===== src/rtl/clk_div_pkg.sv =====
// Shared types, limits and helpers for the clock-divider controller.
package clk_div_pkg;

  // Controller modes: halted, counting, counting with a config waiting for the wrap.
  typedef enum logic [1:0] {
    IDLE = 2'd0,
    RUN  = 2'd1,
    PEND = 2'd2
  } ctrl_state_t;

  // Smallest divide ratio that still gives a counter with a distinct last count.
  localparam int MIN_DIV = 2;

  // Config fields are widened to this width before checking; fields up to 32 bits are supported.
  localparam int CFG_ARG_W = 32;

  // A config is usable when the ratio is at least MIN_DIV and the high time fits in the period.
  function automatic logic cfg_ok(input logic [CFG_ARG_W-1:0] div,
                                  input logic [CFG_ARG_W-1:0] duty);
    return (div >= CFG_ARG_W'(MIN_DIV)) && (duty <= div);
  endfunction

endpackage


===== src/rtl/clk_div_ctrl_core.sv =====
// Period counter and duty compare. The controller guarantees act_div/act_duty only
// change while the counter is at (or about to return to) zero.
module div_core
  import clk_div_pkg::*;
#(
  parameter int CNT_W = 16
)
(
  input  logic             i_clk,
  input  logic             i_rst,
  input  logic             run,
  input  logic [CNT_W-1:0] act_div,
  input  logic [CNT_W-1:0] act_duty,
  output logic             clk_div,
  output logic             period_start,
  output logic             last
);

  localparam logic [CNT_W-1:0] ONE = CNT_W'(1);

  logic [CNT_W-1:0] cnt;

  // act_div >= 2 is guaranteed upstream, so act_div - 1 never wraps below zero.
  assign last = (cnt == act_div - ONE);

  // Count through the period; outputs are registered so they lag the counter by one cycle.
  always_ff @(posedge i_clk) begin
    if (i_rst || !run) begin
      cnt          <= '0;
      clk_div      <= 1'b0;
      period_start <= 1'b0;
    end else begin
      cnt          <= last ? '0 : cnt + ONE;
      clk_div      <= (cnt < act_duty);
      period_start <= (cnt == '0);
    end
  end

endmodule


===== src/rtl/clk_div_ctrl.sv =====
// Runtime-programmable clock divider with duty control. New settings arrive over a
// valid/ready handshake and only take effect at a period boundary (or while halted).
module clk_div_ctrl
  import clk_div_pkg::*;
#(
  parameter int CNT_W    = 16,
  parameter int DEF_DIV  = 16,
  parameter int DEF_DUTY = 4
)
(
  input  logic             i_clk,
  input  logic             i_rst,
  input  logic             i_en,
  input  logic             i_cfg_valid,
  output logic             o_cfg_ready,
  input  logic [CNT_W-1:0] i_cfg_div,
  input  logic [CNT_W-1:0] i_cfg_duty,
  output logic             o_cfg_err,
  output logic             o_clk_div,
  output logic             o_period_start,
  output logic             o_busy,
  output logic [CNT_W-1:0] o_cur_div,
  output logic [CNT_W-1:0] o_cur_duty
);

  ctrl_state_t      state;
  ctrl_state_t      state_nxt;

  logic [CNT_W-1:0] act_div;
  logic [CNT_W-1:0] act_duty;
  logic [CNT_W-1:0] shd_div;
  logic [CNT_W-1:0] shd_duty;

  logic             cfg_good;
  logic             xfer;
  logic             accept;
  logic             reject;
  logic             wrap;
  logic             run;
  logic             load_cfg;
  logic             load_shadow;
  logic             apply_shadow;

  assign cfg_good = cfg_ok(CFG_ARG_W'(i_cfg_div), CFG_ARG_W'(i_cfg_duty));

  // Readiness is a pure function of state, so the transfer terms are built from state
  // directly rather than from o_cfg_ready to keep the combinational paths acyclic.
  assign xfer   = i_cfg_valid && (state != PEND);
  assign accept = xfer && cfg_good;
  assign reject = xfer && !cfg_good;

  // FSM state register.
  always_ff @(posedge i_clk) begin
    if (i_rst) begin
      state <= IDLE;
    end else begin
      state <= state_nxt;
    end
  end

  // Next state: halting always wins; a pending config resolves at the wrap.
  always_comb begin
    state_nxt = state;
    case (state)
      IDLE: begin
        if (i_en) begin
          state_nxt = RUN;
        end
      end
      RUN: begin
        if (!i_en) begin
          state_nxt = IDLE;
        end else if (accept) begin
          state_nxt = PEND;
        end
      end
      PEND: begin
        if (!i_en) begin
          state_nxt = IDLE;
        end else if (wrap) begin
          state_nxt = RUN;
        end
      end
      default: begin
        state_nxt = IDLE;
      end
    endcase
  end

  // Per-state outputs and config-register load strobes.
  always_comb begin
    o_cfg_ready  = 1'b1;
    o_busy       = 1'b0;
    run          = 1'b0;
    load_cfg     = 1'b0;
    load_shadow  = 1'b0;
    apply_shadow = 1'b0;
    case (state)
      IDLE: begin
        load_cfg = accept;
      end
      RUN: begin
        o_busy = 1'b1;
        run    = i_en;
        if (accept) begin
          load_shadow = i_en;
          load_cfg    = !i_en;
        end
      end
      PEND: begin
        o_cfg_ready  = 1'b0;
        o_busy       = 1'b1;
        run          = i_en;
        apply_shadow = !i_en || wrap;
      end
      default: begin
        o_cfg_ready = 1'b1;
      end
    endcase
  end

  // Active config: direct load while halted (or halting), otherwise from the shadow at the wrap.
  always_ff @(posedge i_clk) begin
    if (i_rst) begin
      act_div  <= CNT_W'(DEF_DIV);
      act_duty <= CNT_W'(DEF_DUTY);
    end else if (load_cfg) begin
      act_div  <= i_cfg_div;
      act_duty <= i_cfg_duty;
    end else if (apply_shadow) begin
      act_div  <= shd_div;
      act_duty <= shd_duty;
    end
  end

  // Shadow config holds an accepted request until the current period finishes.
  always_ff @(posedge i_clk) begin
    if (i_rst) begin
      shd_div  <= '0;
      shd_duty <= '0;
    end else if (load_shadow) begin
      shd_div  <= i_cfg_div;
      shd_duty <= i_cfg_duty;
    end
  end

  // One-cycle error pulse for a transferred config that fails the sanity check.
  always_ff @(posedge i_clk) begin
    if (i_rst) begin
      o_cfg_err <= 1'b0;
    end else begin
      o_cfg_err <= reject;
    end
  end

  assign o_cur_div  = act_div;
  assign o_cur_duty = act_duty;

  div_core #(
    .CNT_W (CNT_W)
  ) u_core (
    .i_clk        (i_clk),
    .i_rst        (i_rst),
    .run          (run),
    .act_div      (act_div),
    .act_duty     (act_duty),
    .clk_div      (o_clk_div),
    .period_start (o_period_start),
    .last         (wrap)
  );

endmodule

===== config.mk =====
export PLATFORM = sky130hd
export DESIGN_NAME = clk_div_ctrl
export DESIGN_NICKNAME = d
export VERILOG_FILES = /design/src/rtl/clk_div_pkg.sv /design/src/rtl/clk_div_ctrl_core.sv /design/src/rtl/clk_div_ctrl.sv
export SDC_FILE = /design/constraint.sdc
export NUM_CORES = 1
export LEC_CHECK = 0
export CAP_MARGIN = 20
export CORE_MARGIN = 4
export CORE_UTILIZATION = 60
export CTS_CLUSTER_DIAMETER = 30
export DETAILED_ROUTE_END_ITERATION = 8
export GPL_TIMING_DRIVEN = 0
export PLACE_DENSITY_LB_ADDON = 0.12
export RECOVER_POWER = 50
export SYNTH_ARGS = -nofsm -noshare
export SYNTH_HDL_FRONTEND = slang
export SYNTH_SLANG_ARGS = --single-unit

===== constraint.sdc =====
create_clock -name i_clk -period 5.06 [get_ports i_clk]
set_input_delay 0.506 -clock i_clk [delete_from_list [all_inputs] [get_ports i_clk]]
set_output_delay 0.506 -clock i_clk [all_outputs]
set_load 0.01 [all_outputs]

==> flow_summary.yaml, run 1 <==
synth:
  async_flop_share_pct: 0
  ys.warnings.count: 0
  synth_common_cells: "85 x dfxtp_1, 70 x nor2_1, 54 x nand2_1"
  synth_top_family_by_area: "compound AO/OA/AOI/OAI gates"
  ys_top_cells_by_area: "dfxtp_1 32%, ha_1 8.9%, mux2i_1 6.4%"
  synthXorXnorAreaFrac_pct: 5.35
  syn_nets: 706
  synthSimpleGateAreaFrac_pct: 18.7
  synth_cells: 632
  synth_edf_count: 0
  syn_area_um2: 5330
  muxShareOfSynthArea_pct: 6.38
  yosysTopAreaCellShare_pct: 31.9
  synth_flop_cell: "dfxtp_1"
  synth_top_area_cell: "dfxtp_1"
  synthAdderAreaFrac_pct: 8.92
  synth-seq-cells: 85
  ys_types: 50
  synth_compound_area_share_pct: 21.4
  yosysSeqAreaShare_pct: 31.9
  yosysMostFrequentCell: "dfxtp_1"
  syn_avg_cell_area_um2: 8.44
sta:
  whs_ps: 511
  hold_viol: 0
  fin_skew_ps: 15.4
  worst_pin_slew_ps: 652
  max_freq_mhz: 257
  fin_ws_ps: 1180
  min_period_ps: 3880
  slew_violations: 0
  rsz0062_at_grt: "no"
  max_slew_margin_pct: 56.1
  setup_tns_ps: 0
  post-route-period-util_pct: 76.8
  setup_viol: 0
detailed_routing:
  first_iter_violations: 361
  drc_errors: 0
  dr.pass1.iters: 5
  antenna_left: 0
  wirelength_um: 16000
  viasPerCell: 6.30
  wl_per_cell_um: 19.3
  vias: 5211
layout:
  drive_gt1_share_pct: 5.01
  final_cells: 827
  syn_to_final_growth_pct: 19.1
  n_antenna_cell: 0
  final_core_util_pct: 73.2
  postLayoutCellArea_um2: 6350
  final_nets: 788
worst_setup_path:
  path_class: "in2reg"
  cp_top_family: "buffers and inverters"
  end_kind: "flip-flop"
  required_ps: 5290
  critPathMaxFanout: 10
  path_buf_inv: 4
  worstSetupStartpointType: "input pin"
  critPathSlowestCell: "dlygate4sd3_1"
  crit_chain: "dlygate4sd3_1, inv_1, ha_1, nand4_1, nor3_1, a21boi_0, or4_1, a211oi_1, and3_1, clkbuf_1, buf_4, mux2i_1, nor2_1"
  critPathArrivalTime_ps: 4120
  slowest_delay_ps: 690
floorplanning:
  start_util_pct: 61.4
  io_pins: 73
  die_h_um: 102
  fp.dieW_um: 102
  core_area_um2: 8680
  die-area_um2: 10500
  placementRows: 34
power_and_ir_drop:
  pwr-share-comb_pct: 22.8
  powerDensity_nw_per_um2: 242
  seq_power_share_pct: 46.9
  vdd_drop_max_mv: 0.165
  swShare_pct: 31.9
  switchingPower_mw: 0.490
  pwr-share-clk_pct: 30.3
  p_leak_nw: 2.47
  p_int_mw: 1.05
  p_total_mw: 1.54
clock_network:
  root_buffer: "clkbuf_8"
  numClockSinks: 85
  cts_inserted_buffers: 9
  cts_buffer_depth: 2
  cts_tree: "built"
  clk_latency_ps: 360
  cts_hold_buffers: 0
  htreeDepth: 3
  cts_setup_buffers: 0
  cts-resized-gates: 0
  clk_pin_slew_worst_paths_ps: 90
global_routing:
  track_usage_pct: 31.1
  grt_start_max_net_pins: 17
  grt_pass1_vias: 5046
  grt_first_pass_wirelength_um: 25300
  overflow: 0
  antenna_found_initial: 0
placement:
  placed_cells: 811
  pre_cts_ws_ps: 1100
  post-dp-hpwl_um: 12200
  io_buffers: 71
  gp_congestion: 0.967
  placement.cell_area_um2: 6180
flow_run:
  max-cap-violations: 0
hold_path:
  hp-class: "reg2reg"
outcome:
  status: "finished, final reports clean"
[sequential cells by signal, indices dropped and copies added (netlist names)]
| name | count |
|---|---|
| o_cur_duty | 16 |
| o_cfg_err | 1 |
| shd_duty | 16 |
| o_cur_div | 16 |
| shd_div | 16 |
| u_core.period_start | 1 |
| state | 2 |
| u_core.clk_div | 1 |
| u_core.cnt | 16 |
[power groups by stage]
stage / sequential (mW) / combinational [mW] / clock [mW]
after floorplan: 0.733 / 0.214 / 0
after global placement: 0.733 / 0.340 / 0
after detailed placement: 0.735 / 0.350 / 0
after CTS: 0.719 / 0.353 / 0.471
after global routing: 0.723 / 0.382 / 0.502
final: 0.720 / 0.350 / 0.466
[worst reg2reg max path: cells and delay by family, from the launching register on]
family / cells / cell delay (ps)
buf+inv: 4 / 1260
flops: 1 / 350
simple gates: 7 / 1550
fa+ha+maj: 1 / 320
[final cells by class]
type | count | area, um2
buffer | 42 | 213
sequential | 85 | 1700
tap | 108 | 135
timing repair buffer | 71 | 711
inverter | 44 | 165
clock inverter | 6 | 52.6
clock buffer | 10 | 138
fill | 705 | 2330
multi-input combinational | 461 | 3240
[logic make-up after synthesis]
group	after synthesis
flip-flops	85
AO/OA/AOI/OAI	149
adder cells (fa/ha/maj)	38
buffers and inverters	86
XOR/XNOR	31
AND/OR/NAND/NOR	209
multiplexers	34
[routing by layer]
layer	vias up	track usage [%]	part of all wire, %
met5	-	0	0
met4	0	15.0	4.2
met3	55	5.60	7.4
met2	259	50.0	46
met1	2440	40.3	42
li1	2457	-	-
[placed cells by master (no fill, tap or decap), types with 9 or more instances in the layout]
cell | netlist | routed
dfxtp_1 | 85 | 85
nor2_1 | 70 | 70
nand2_1 | 54 | 54
a21oi_1 | 47 | 47
inv_1 | 44 | 44
ha_1 | 38 | 38
dlygate4sd3_1 | 0 | 38
mux2i_1 | 34 | 34
clkdlybuf4s50_1 | 0 | 33
o221ai_1 | 30 | 30
o221a_1 | 30 | 30
clkbuf_1 | 24 | 28
nand3_1 | 18 | 18
xnor2_1 | 15 | 15
xor2_1 | 15 | 15
nor3_1 | 13 | 13
nor4_1 | 11 | 11
clkbuf_8 | 0 | 10
a211oi_1 | 9 | 9
o21ai_0 | 9 | 9
[path summary, 6_finish.rpt]
| path | from | to | slack [ps] | cells after the start |
|---|---|---|---|---|
| max | i_cfg_div[13] | shd_duty[14]$_SDFFE_PP0P_ | 1180 | 13 |
| max reg2reg | o_cur_div[0]$_SDFFE_PP0P_ | u_core.cnt[9]$_SDFF_PP0_ | 1460 | 12 |
| min reg2reg | shd_duty[2]$_SDFFE_PP0P_ | shd_duty[2]$_SDFFE_PP0P_ | 510 | 2 |
| min | shd_duty[2]$_SDFFE_PP0P_ | shd_duty[2]$_SDFFE_PP0P_ | 510 | 2 |
Power figures use the tool's default switching activity.
==> run 2: changes to the inputs <==
Settings changed: CORE_UTILIZATION 60 to 56.
Clock period 5.06 ns to 3.95 ns, I/O delays scaled along.
==> flow_summary.yaml, run 2 (same netlist as run 1, synthesis figures left out) <==
layout:
  final_cell_mix: "85 x dfxtp_1, 70 x nor2_1, 54 x nand2_1"
  n_antenna_cell: 0
  fill_cells: 816
  syn_to_final_growth_pct: 19.8
  mostFrequentLayoutCell: "dfxtp_1"
  drive_gt1_share_pct: 5.15
  postLayoutCellArea_um2: 6390
  final_nets: 788
sta:
  rsz0062_at_grt: "no"
  min_period_ps: 3590
  max_freq_mhz: 278
  max_slew_margin_pct: 53.3
  fin_skew_ps: 22.3
  hold_viol: 0
  setup_viol: 0
  worst_pin_slew_ps: 694
  fin_ws_ps: 357
  setup_tns_ps: 0
  post-route-period-util_pct: 91.0
  slew_violations: 0
floorplanning:
  io_pins: 73
  fp.dieW_um: 106
  die-area_um2: 11100
  placementRows: 35
  die_h_um: 106
  start_util_pct: 57.7
  core_area_um2: 9240
detailed_routing:
  wl_per_cell_um: 18.7
  viasPerCell: 6.09
  drc_errors: 0
  wirelength_um: 15900
  dr.pass1.iters: 5
  vias: 5163
  first_iter_violations: 344
  antenna_left: 0
clock_network:
  cts_tree: "built"
  cts_buffer_depth: 2
  cts-resized-gates: 0
  numClockSinks: 85
  clk_latency_ps: 370
  cts_hold_buffers: 0
  root_buffer: "clkbuf_8"
  cts_inserted_buffers: 9
  clk_pin_slew_worst_paths_ps: 90
  htreeDepth: 3
  cts_setup_buffers: 0
worst_setup_path:
  startpoint: "i_cfg_div[13]"
  r2r_end: "u_core.cnt[10]$_SDFF_PP0_"
  reg2reg_setup_slack_ps: 450
  required_ps: 4260
  endpoint: "o_cur_duty[7]$_SDFFE_PP0P_"
  worstSetupStartpointType: "input pin"
  end_kind: "flip-flop"
  path_class: "in2reg"
  r2r-start: "o_cur_div[0]$_SDFFE_PP0P_"
  critPathMaxFanout: 10
  r2r_cells: 12
  critPathArrivalTime_ps: 3900
global_routing:
  grt_first_pass_wirelength_um: 26000
  overflow: 0
  track_usage_pct: 28.9
  grt_start_max_net_pins: 17
  grt_pass1_vias: 5146
  antenna_found_initial: 0
placement:
  pre_cts_ws_ps: 134
  gp_congestion: 0.926
  post-dp-hpwl_um: 12300
  placement.cell_area_um2: 6200
  io_buffers: 71
power_and_ir_drop:
  powerDensity_nw_per_um2: 315
  vdd_drop_max_mv: 0.160
  p_leak_nw: 2.48
hold_path:
  hp-class: "reg2reg"
outcome:
  status: "finished, final reports clean"
flow_run:
  max-cap-violations: 0
==> run 2: final cells by class <==
type	count	area, um2	area share (%)
flip-flops and latches	85	1700	26.6
inverters	44	165	2.58
well taps	129	161	2.53
clock buffers	9	124	1.94
plain buffers	42	218	3.41
multi-input cells	461	3230	50.6
clock inverters	7	78.8	1.23
repair buffers	71	711	11.1
==> run 2: power by group <==
| group | switching (mW) | total [mW] | internal [mW] |
|---|---|---|---|
| Combinational | 0.247 | 0.445 | 0.199 |
| Clock | 0.346 | 0.647 | 0.302 |
| Sequential | 0.0364 | 0.922 | 0.886 |
| Total | 0.628 | 2.01 | 1.39 |
==> run 2: worst min path at each step <==
stage                             start                        to  cells past startpoint
2_1_floorplan  shd_duty[2]$_SDFFE_PP0P_  shd_duty[2]$_SDFFE_PP0P_                      2
3_3_place_gp   shd_duty[2]$_SDFFE_PP0P_  shd_duty[2]$_SDFFE_PP0P_                      2
3_5_place_dp   shd_duty[2]$_SDFFE_PP0P_  shd_duty[2]$_SDFFE_PP0P_                      2
4_1_cts        shd_duty[2]$_SDFFE_PP0P_  shd_duty[2]$_SDFFE_PP0P_                      2
5_1_grt         shd_div[4]$_SDFFE_PP0P_   shd_div[4]$_SDFFE_PP0P_                      2
6_report       shd_duty[2]$_SDFFE_PP0P_  shd_duty[2]$_SDFFE_PP0P_                      2
==> run 2: stage by stage <==
step                utilization (%)  hold slack (ps)  cells  total power [mW]
floorplan                         -              452    632              1.21
global placement               67.1              466    832              1.37
detailed placement             67.1              482    832              1.39
CTS                            69.3              502    848              2.03
global route                   69.2              552    848              2.11
finish                         69.2              505    848              2.01
==> run 2: critical path: stages <==
cell	delay, ps
dlygate4sd3_1	660
inv_1	90
ha_1	310
nand4_1	150
nor3_1	280
a21boi_1	200
or4_1	180
a21bo_2	140
clkbuf_1	300
clkbuf_1	530
o221ai_1	250
a21oi_1	220
o221a_1	200
==> run 2: layer usage <==
metal	wire length, um	vias up	part of all wire, %	global-route usage, %
met5	0	-	0	0
met4	399	0	2.5	9.62
met3	969	32	6.1	4.96
met2	7590	211	48	48.5
met1	6900	2445	44	37.5
li1	-	2475	-	-
==> run 3: changes to the inputs <==
Settings changed: CORE_UTILIZATION 56 to 42, CTS_CLUSTER_DIAMETER 30 to default.
==> flow_summary.yaml, run 3 (same netlist as run 1, synthesis figures left out) <==
outcome:
  status: "finished, final reports clean"
floorplanning:
  start_util_pct: 43.7
  fp.dieW_um: 121
  io_pins: 73
  die-area_um2: 14600
  core_area_um2: 12200
  die_h_um: 121
  placementRows: 40
power_and_ir_drop:
  p_leak_nw: 2.51
  pwr-share-comb_pct: 20.1
  pwr-share-clk_pct: 38.1
  seq_power_share_pct: 41.8
  switchingPower_mw: 0.632
  p_int_mw: 1.58
  vdd_drop_max_mv: 0.265
  swShare_pct: 28.6
  powerDensity_nw_per_um2: 339
sta:
  slew_violations: 0
  post-route-period-util_pct: 93.8
  hold_viol: 0
  setup_viol: 0
  max_freq_mhz: 270
  setup_tns_ps: 0
  worst_pin_slew_ps: 705
  whs_ps: 504
  min_period_ps: 3700
  fin_skew_ps: 11.1
  max_slew_margin_pct: 52.6
  rsz0062_at_grt: "no"
clock_network:
  cts_tree: "built"
  clk_pin_slew_worst_paths_ps: 70
  cts_buffer_depth: 2
  root_buffer: "clkbuf_16"
  cts_inserted_buffers: 9
  cts_hold_buffers: 0
  clk_latency_ps: 350
  cts_setup_buffers: 0
  cts-resized-gates: 0
  htreeDepth: 3
  numClockSinks: 85
global_routing:
  antenna_found_initial: 0
  grt_start_max_net_pins: 15
  grt_first_pass_wirelength_um: 26200
  track_usage_pct: 22.9
  overflow: 0
  grt_pass1_vias: 4959
layout:
  drive_gt1_share_pct: 4.73
  fill_cells: 1166
  final_cell_mix: "85 x dfxtp_1, 70 x nor2_1, 54 x nand2_1"
  n_antenna_cell: 0
  syn_to_final_growth_pct: 22.4
  final_nets: 788
  mostFrequentLayoutCell: "dfxtp_1"
detailed_routing:
  first_iter_violations: 433
  dr.pass1.iters: 5
  drc_errors: 0
  antenna_left: 0
  wirelength_um: 16300
  wl_per_cell_um: 18.4
  viasPerCell: 5.69
  vias: 5043
placement:
  post-dp-hpwl_um: 12800
  io_buffers: 71
  gp_congestion: 0.938
flow_run:
  max-cap-violations: 0
worst_setup_path:
  crit_chain: "clkdlybuf4s50_1, inv_1, ha_1, nand4_1, nor3_1, a21boi_0, or4_1, a211oi_1, and3_1, clkbuf_1, buf_4, mux2i_1, nor2_1"
  reg2reg_setup_slack_ps: 490
  critPathSlowestCell: "clkdlybuf4s50_1"
  end_kind: "flip-flop"
  slowest_delay_ps: 610
  critPathMaxFanout: 10
  path_class: "in2reg"
  required_ps: 4160
  critPathArrivalTime_ps: 3910
  worstSetupStartpointType: "input pin"
hold_path:
  hp-class: "reg2reg"
[run 3: cell count changes in the layout (fill, tap and decap cells not counted), moves of 2 or more]
cell / change
clkinvlp_4: +2
clkbuf_8: -9
clkbuf_1: +3
inv_6: -3
clkbuf_16: +9
[run 3: routing by layer]
metal / track usage (%) / wire length [um] / vias to the layer above
met5: 0 / 0 / -
met4: 7.15 / 368 / 0
met3: 4.63 / 786 / 24
met2: 38.1 / 7710 / 140
met1: 29.9 / 7470 / 2412
li1: - / - / 2467
[run 3: critical path, delay by kind of cell]
kind / cells / cell delay (ps)
buffers and inverters: 4 / 1310
muxes: 1 / 220
adders and majority gates: 1 / 320
and+or+nand+nor: 5 / 1060
AOI/OAI and AO/OA: 2 / 600
[run 3: through the flow]
step	std cells	power (mW)	utilization, %	setup WS (ps)	area, um2
after floorplan	632	1.21	-	1190	5330
after global placement	871	1.38	51.2	183	6250
after detailed placement	871	1.39	51.2	80.6	6250
after CTS	887	2.24	53.6	433	6550
after global routing	887	2.31	53.4	92.5	6530
final	887	2.21	53.4	246	6530
[run 3: area by class of cell]
cell class	instances	area, um2	area share, %
repair buffers	71	711	10.9
well taps	168	210	3.22
inverters	44	165	2.53
flip-flops and latches	85	1700	26.1
multi-input cells	461	3230	49.5
clock buffers	11	233	3.57
clock inverters	5	58.8	0.901
plain buffers	42	216	3.32
[run 3: path summary, 6_finish.rpt]
path,start,endpoint,cells past startpoint
worst max-delay path,i_cfg_div[13],shd_duty[13]$_SDFFE_PP0P_,13
worst min-delay path,shd_div[4]$_SDFFE_PP0P_,shd_div[4]$_SDFFE_PP0P_,2
worst max register to register,o_cur_div[0]$_SDFFE_PP0P_,u_core.cnt[13]$_SDFF_PP0_,12
worst min register to register,shd_div[4]$_SDFFE_PP0P_,shd_div[4]$_SDFFE_PP0P_,2
[run 3: power by group through the flow]
stage / Combinational, mW / Sequential (mW) / Clock (mW)
after detailed placement: 0.451 / 0.942 / 0
after global placement: 0.442 / 0.941 / 0
final: 0.445 / 0.923 / 0.842
after floorplan: 0.274 / 0.940 / 0
after CTS: 0.453 / 0.923 / 0.859
after global routing: 0.489 / 0.927 / 0.895
